===== src/rtl/bram_portb_arbiter.sv =====
// Shares BRAM port B between the display fetch (hard priority) and an update requester.
// Optional build macro ARB_STATS_EN adds update-grant and conflict counters.
module bram_portb_arbiter #(
   parameter int unsigned ADDR_W       = 10,
   parameter int unsigned DATA_W       = 16,
   parameter int unsigned READ_LATENCY = 1,
   parameter int unsigned STARVE_LIMIT = 1023
) (
   input  logic              clk,
   input  logic              reset,
   input  logic              disp_en,
   input  logic [ADDR_W-1:0] disp_addr,
   output logic [DATA_W-1:0] disp_rdata,
   output logic              disp_rvalid,
   input  logic              upd_req,
   input  logic              upd_we,
   input  logic [ADDR_W-1:0] upd_addr,
   input  logic [DATA_W-1:0] upd_wdata,
   output logic              upd_gnt,
   output logic [DATA_W-1:0] upd_rdata,
   output logic              upd_rvalid,
   output logic              starve,
   output logic [ADDR_W-1:0] addr_b,
   output logic [DATA_W-1:0] data_b,
   output logic              we_b,
   input  logic [DATA_W-1:0] q_b
`ifdef ARB_STATS_EN
   ,
   output logic [15:0]       upd_grant_cnt,
   output logic [15:0]       conflict_cnt
`endif
);

   localparam int unsigned CNT_W = $clog2(STARVE_LIMIT + 1);
   localparam int unsigned TAG_D = READ_LATENCY + 1;

   typedef enum logic [1:0] {
      TAG_NONE = 2'd0,
      TAG_DISP = 2'd1,
      TAG_UPD  = 2'd2
   } tag_e;

   logic [ADDR_W-1:0] addr_q, addr_d;
   logic [DATA_W-1:0] data_q, data_d;
   logic              we_q, we_d;
   logic              gnt_q, gnt_d;
   logic              starve_q, starve_d;
   logic [CNT_W-1:0]  cnt_q, cnt_d;
   tag_e              tag_q [TAG_D];
   tag_e              tag_in;
   logic              grant;

   // Arbitration: display first, then a pending update not granted last cycle
   always_comb begin
      addr_d = addr_q;
      data_d = data_q;
      we_d   = 1'b0;
      gnt_d  = 1'b0;
      grant  = 1'b0;
      tag_in = TAG_NONE;
      if (disp_en) begin
         addr_d = disp_addr;
         tag_in = TAG_DISP;
      end else if (upd_req && !gnt_q) begin
         grant  = 1'b1;
         gnt_d  = 1'b1;
         addr_d = upd_addr;
         data_d = upd_wdata;
         we_d   = upd_we;
         if (!upd_we) begin
            tag_in = TAG_UPD;
         end
      end
   end

   // Wait counter: a request still held during its grant cycle is not waiting
   always_comb begin
      cnt_d = '0;
      if (upd_req && !grant && !gnt_q) begin
         if (cnt_q == CNT_W'(STARVE_LIMIT)) begin
            cnt_d = cnt_q;
         end else begin
            cnt_d = cnt_q + CNT_W'(1);
         end
      end
      starve_d = starve_q || (cnt_d == CNT_W'(STARVE_LIMIT));
   end

   always_ff @(posedge clk) begin
      if (reset) begin
         addr_q   <= '0;
         data_q   <= '0;
         we_q     <= 1'b0;
         gnt_q    <= 1'b0;
         starve_q <= 1'b0;
         cnt_q    <= '0;
         for (int unsigned i = 0; i < TAG_D; i++) begin
            tag_q[i] <= TAG_NONE;
         end
      end else begin
         addr_q   <= addr_d;
         data_q   <= data_d;
         we_q     <= we_d;
         gnt_q    <= gnt_d;
         starve_q <= starve_d;
         cnt_q    <= cnt_d;
         tag_q[0] <= tag_in;
         for (int unsigned i = 1; i < TAG_D; i++) begin
            tag_q[i] <= tag_q[i-1];
         end
      end
   end

   // Last tag stage lines up with q_b for the address it was pushed with
   assign disp_rvalid = (tag_q[READ_LATENCY] == TAG_DISP);
   assign upd_rvalid  = (tag_q[READ_LATENCY] == TAG_UPD);
   assign disp_rdata  = q_b;
   assign upd_rdata   = q_b;
   assign addr_b      = addr_q;
   assign data_b      = data_q;
   assign we_b        = we_q;
   assign upd_gnt     = gnt_q;
   assign starve      = starve_q;

`ifdef ARB_STATS_EN
   logic [15:0] gcnt_q, gcnt_d;
   logic [15:0] ccnt_q, ccnt_d;

   always_comb begin
      gcnt_d = gcnt_q;
      ccnt_d = ccnt_q;
      if (grant && (gcnt_q != 16'hFFFF)) begin
         gcnt_d = gcnt_q + 16'd1;
      end
      if (disp_en && upd_req && (ccnt_q != 16'hFFFF)) begin
         ccnt_d = ccnt_q + 16'd1;
      end
   end

   always_ff @(posedge clk) begin
      if (reset) begin
         gcnt_q <= '0;
         ccnt_q <= '0;
      end else begin
         gcnt_q <= gcnt_d;
         ccnt_q <= ccnt_d;
      end
   end

   assign upd_grant_cnt = gcnt_q;
   assign conflict_cnt  = ccnt_q;
`endif

endmodule


===== config.mk =====
export PLATFORM = sky130hd
export DESIGN_NAME = bram_portb_arbiter
export DESIGN_NICKNAME = d
export VERILOG_FILES = /design/src/rtl/bram_portb_arbiter.sv
export SDC_FILE = /design/constraint.sdc
export NUM_CORES = 1
export LEC_CHECK = 0
export CAP_MARGIN = 10
export CORE_ASPECT_RATIO = 1.1
export CORE_MARGIN = 5
export CORE_UTILIZATION = 34
export DETAILED_ROUTE_END_ITERATION = 6
export MAX_ROUTING_LAYER = met4
export PLACE_DENSITY_LB_ADDON = 0.15
export SETUP_SLACK_MARGIN = 0.2
export SYNTH_ARGS = -nofsm -noshare
export SYNTH_HDL_FRONTEND = slang
export SYNTH_SLANG_ARGS = --single-unit

===== constraint.sdc =====
create_clock -name clk -period 1.6 [get_ports clk]
set_clock_uncertainty 0.05 [all_clocks]
set_input_delay 0.32 -clock clk [delete_from_list [all_inputs] [get_ports clk]]
set_output_delay 0.32 -clock clk [all_outputs]
set_load 0.02 [all_outputs]

* Word-level counts from Yosys, hierarchy flattened
Memory sizes are Yosys's and may differ from the RTL's. Cells that the tools add are included.
Operators by class: equality and inequality tests 4, $mul 0, $lt $le $gt $ge 0, reductions and logical operators 9, shift-type cells 0, bitwise logic cells 4, multiplexer cells 14, div/mod/pow operators 0, $add $sub $neg 1
Operators with widths (number):
- 10-bit two-way mux | 4
- 10-bit equality test, second input constant | 2
- 10-bit by 1-bit adder with 10-bit output, second input constant | 1
- 2-bit two-way mux | 5
- 1-bit two-way mux | 5
- 1-bit logical AND | 3
- 3-bit OR reduction | 1
- 2-bit by 1-bit equality test with 1-bit output, second input constant | 1
- 2-bit equality test, second input constant | 1
- 1-bit zero test | 2
- 1-bit inverter | 2
- 1-bit bitwise OR | 2
- 2-bit AND reduction | 1
- 2-bit nonzero test | 1
- 1-bit logical OR | 1
Word-level totals: logic and storage cells 39, bits in read-only memories 0, output and inout port bits 63, latch bits 0, memory bits (writable) 4, memories 1, flip-flop bits (word level) 39
Memories:
- tag_q | depth 2, bits a word 2, read ports 2, clocked after memory_dff 0, write ports 2, line 49 | tag_e tag_q [TAG_D];

* Longest topological paths before layout
Gate-level depths: netlist (run 1).
depth in word-level cells 10, depth in mapped cells 7, mapped depth without buffers 6

* Worst setup path before layout (run 1)
Ideal clock, no wire load.
kind register to register, start register cnt_q[0], end register starve_q (netlist: starve), setup slack 0.008 ns, required time 1.477 ns, clock period less this slack 1.592 ns, data arrival time 1.469 ns, cell stages (with the launch flop) 7, library setup time 0.073 ns, cells stage by stage dfxtp_1 > ha_1 > nand3_2 > or3_1 > o22ai_1 > nand3_1 > o22ai_2
Between the ends: longest elaborated chain between the ends 5, elaborated cells between the ends (all ways) 6, classes of those cells add/sub: 1; eq/ne: 2; mux: 2; reduce/logical: 1
RTL lines:
- start: declaration | line 48 | logic [CNT_W-1:0] cnt_q, cnt_d;
- start signal: assignment | line 106 | cnt_q <= cnt_d;
- 10-bit by 1-bit adder with 10-bit output or 10-bit equality test (tied branches) | line 83, 80
- 10-bit two-way mux (*) | line 80 | if (cnt_q == CNT_W'(STARVE_LIMIT)) begin
- 10-bit two-way mux (*) | line 79 | if (upd_req && !grant && !gnt_q) begin
- 10-bit equality test (*) | line 86 | starve_d = starve_q || (cnt_d == CNT_W'(STARVE_LIMIT));
- 1-bit logical OR (*) | line 86
- end signal: assignment | line 105 | starve_q <= starve_d;
- end: declaration | line 47 | logic starve_q, starve_d;
Mark *: on every way between the ends. The rest lies on a longest branch, timed or not. A chain may end at the register's enable or synchronous reset.

* Worst setup path in the final report (run 1)
start register cnt_q[4], end register starve_q (netlist: starve)
The elaborated chain is that of the path after synthesis.

==> impl_metrics.py, run 1 <==
metrics = {
    "outcome": {
        "status": "completed",
    },
    "synthesis": {
        "synth_area_leaders": "dfxtp_1 41%, buf_4 12%, a21oi_1 7.2%",
        "synthFlopType": "dfxtp_1",
        "netlist_instances": 252,
        "synth_cell_types": 39,
        "synth_nets": 310,
        "synth_area_per_cell_um2": 8.29,
        "ys_seq_area_share_pct": 41.2,
        "ys_warn_count": 0,
        "synth-edff-count": 0,
        "synth_top_area_share_pct": 41.2,
        "synth_top_area_cell": "dfxtp_1",
        "async_flop_share_pct": 0,
        "ys_ff_latch": 43,
        "synthesis.area_um2": 2090,
    },
    "grt": {
        "antenna_found_initial": 0,
        "grt_pass1_vias": 1773,
        "grt_use_met2_pct": 22.5,
        "use_met1_pct": 16.0,
        "overflow": 0,
        "grt.total_usage_pct": 13.6,
        "grt_use_met3_pct": 3.32,
        "grt_busiest_layer": "met2",
        "grt_max_degree": 32,
        "grt_pass1_wl_mm": 8.34,
    },
    "layout": {
        "final_common_cell": "nand2_1",
        "syn_to_final_growth_pct": 44.2,
        "antenna_cells": 0,
        "postLayoutCoreUtil_pct": 49.5,
        "drive_gt1_share_pct": 21.2,
        "fin_cells": 392,
        "final_nets": 369,
        "layout_common_cells": "39 x nand2_1, 38 x clkdlybuf4s50_1, 33 x dfxtp_1",
        "design_area_um2": 3010,
    },
    "placed_design": {
        "placed_cells": 379,
        "dpl_cell_area_um2": 2790,
        "gp_congestion": 0.844,
        "dp_hpwl_mm": 3.85,
        "pre_cts_ws_ns": -0.216,
        "port_buffers": 71,
    },
    "critical_path": {
        "rr_endpoint": "starve",
        "critPathTopFamily": "flip-flops",
        "startpoint": "cnt_q[4]",
        "critPathKind": "reg -> reg",
        "worstSetupEndpoint": "starve",
        "critPathArrivalTime_ns": 1.65,
        "cp_slowest_cell": "dfxtp_4",
        "startpoint_type": "register",
        "crit_cells": 6,
        "worstReg2RegStart": "cnt_q[4]",
        "cp.required_ns": 1.73,
        "max_stage_delay_ns": 0.39,
        "worstRegToRegCells": 6,
        "crit_buf_inv": 1,
        "endpoint_kind": "register",
        "reg2reg_slack_ns": 0.08,
        "cp_cell_sequence": "nand2_1, buf_4, o21ai_0, mux2_2, o211ai_1, o22ai_2",
        "path_max_fanout": 8,
    },
    "sta": {
        "finalHoldViolCount": 0,
        "maxSlewViolCount": 0,
        "max_freq_ghz": 0.658,
        "period_share_pct": 94.9,
        "setup_tns_ns": 0,
        "rsz0062_at_grt": "true",
        "period_minus_slack_ns": 1.52,
        "worst_pin_slew_ns": 0.360,
        "fin_ws_ns": 0.0813,
        "slew_headroom_pct": 75.9,
        "setup_viol": 0,
    },
    "cts": {
        "cts-htree-levels": 2,
        "clock_latency_ns": 0.29,
        "clk_pin_slew_ns": 0.09,
        "root_buffer": "clkbuf_8",
        "cts_hold_buf": 0,
        "clockBufferDepth": 2,
        "cts_tree": "yes",
        "clock_sinks": 43,
        "cts_inserted_buffers": 5,
    },
    "die": {
        "ios": 120,
        "rows": 30,
        "die_w_um": 84.7,
        "fp.dieArea_um2": 7810,
        "die_height_um": 92.2,
        "initial_core_util_pct": 34.3,
        "core_area_um2": 6080,
    },
    "detailed_routing": {
        "firstDrtPassIters": 6,
        "drc": 0,
        "via_per_inst": 4.67,
        "drt_wl_total_mm": 5.31,
        "drt_iter0_drc": 124,
        "num_vias": 1830,
        "wl_per_cell_um": 13.5,
        "antenna_left": 0,
    },
    "worst_hold_path": {
        "hold_depth": 1,
        "worstHoldPathType": "reg -> reg",
    },
    "power": {
        "p_per_area_nw_per_um2": 748,
        "ir_drop_mv": 0.390,
        "p_leak_uw": 0.00125,
    },
    "job": {
        "drv_cap": 0,
    },
}
-- stage by stage --
stage / power [uW] / hold WS (ns)
2_1_floorplan: 1430 / 0.347
3_3_place_gp: 1530 / 0.367
3_5_place_dp: 1530 / 0.389
4_1_cts: 2280 / 0.405
5_1_grt: 2360 / 0.418
6_report: 2250 / 0.403
-- state kept, by name, summed over array words and instances, names as in the netlist --
signal,flops
data_b,16
addr_b,10
cnt_q,10
tag_q,4
starve,1
upd_gnt,1
we_b,1
-- cell families after synthesis --
kind of cell             after synthesis  share of synthesized area, %
AND/OR/NAND/NOR                      100                          22.7
AO/OA/AOI/OAI                         48                          14.6
buffers and inverters                 47                          14.7
flip-flops                            43                          41.2
multiplexers                          11                          5.33
XOR/XNOR                               2                         0.839
adder cells (fa/ha/maj)                1                         0.599
-- synthesized netlist by cell type (all sizes together), types with 3 or more instances --
library cell	count
clkbuf	9
nor2	28
o22ai	3
a211oi	5
nor2b	8
a21oi	30
mux2i	10
buf	37
and3	3
nor3	4
nand3	5
nand2	40
nand4	3
dfxtp	43
-- what timing repair did --
| item | in CTS | in global routing |
|---|---|---|
| gates cloned | 0 | 1 |
| gates resized for setup | 55 | 17 |
| pin swaps | 8 | 7 |
| endpoints found under the setup margin | 62 | 26 |
| setup buffers | 2 | 2 |
-- cell type report --
cell class / instances / area, um2
clock buffers: 7 / 96.3
clock inverters: 1 / 7.51
fillers: 625 / 3070
inverters: 1 / 3.75
multi-input cells: 162 / 1000
flip-flops and latches: 43 / 886
well taps: 80 / 100
repair buffers: 98 / 918
-- worst min-delay path by stage --
| stage | from | end | slack [ns] |
|---|---|---|---|
| floorplan | upd_we | tag_q[0][1] | 0.35 |
| CTS | data_b[15] | data_b[15] | 0.41 |
| finish | tag_q[0][0] | tag_q[0][2] | 0.40 |
| global route | tag_q[0][0] | tag_q[0][2] | 0.42 |
| global placement | tag_q[0][0] | tag_q[0][2] | 0.37 |
| detailed placement | tag_q[0][0] | tag_q[0][2] | 0.39 |
-- report_power, final --
| group | switching (uW) | internal [uW] | total, uW |
|---|---|---|---|
| logic | 166 | 195 | 361 |
| clock network | 376 | 393 | 769 |
| registers | 19.2 | 1100 | 1120 |
| total | 561 | 1690 | 2250 |
-- routing by layer --
| metal | routed length, um | share of wire [%] |
|---|---|---|
| met4 | 80 | 1.5 |
| met5 | 0 | 0 |
| met1 | 2270 | 43 |
| met2 | 2730 | 51 |
| met3 | 222 | 4.2 |
-- worst register-to-register path, stage by stage (launching register included) --
cell	delay, ns
dfxtp_4	0.39
nand2_1	0.23
buf_4	0.17
o21ai_0	0.08
mux2_2	0.29
o211ai_1	0.12
o22ai_2	0.09
Note: power is estimated with default switching activity, not from simulation.
==> run 2: changes to the inputs <==
--- a/config.mk
+++ b/config.mk
@@ -5,6 +5,7 @@
 export SDC_FILE = /design/constraint.sdc
 export NUM_CORES = 1
 export LEC_CHECK = 0
+export ABC_CLOCK_PERIOD_IN_PS = 1600
 export CAP_MARGIN = 10
 export CORE_ASPECT_RATIO = 1.1
 export CORE_MARGIN = 5
==> results of run 2 <==
Final layout, timing and power as in run 1 (identical DEF).
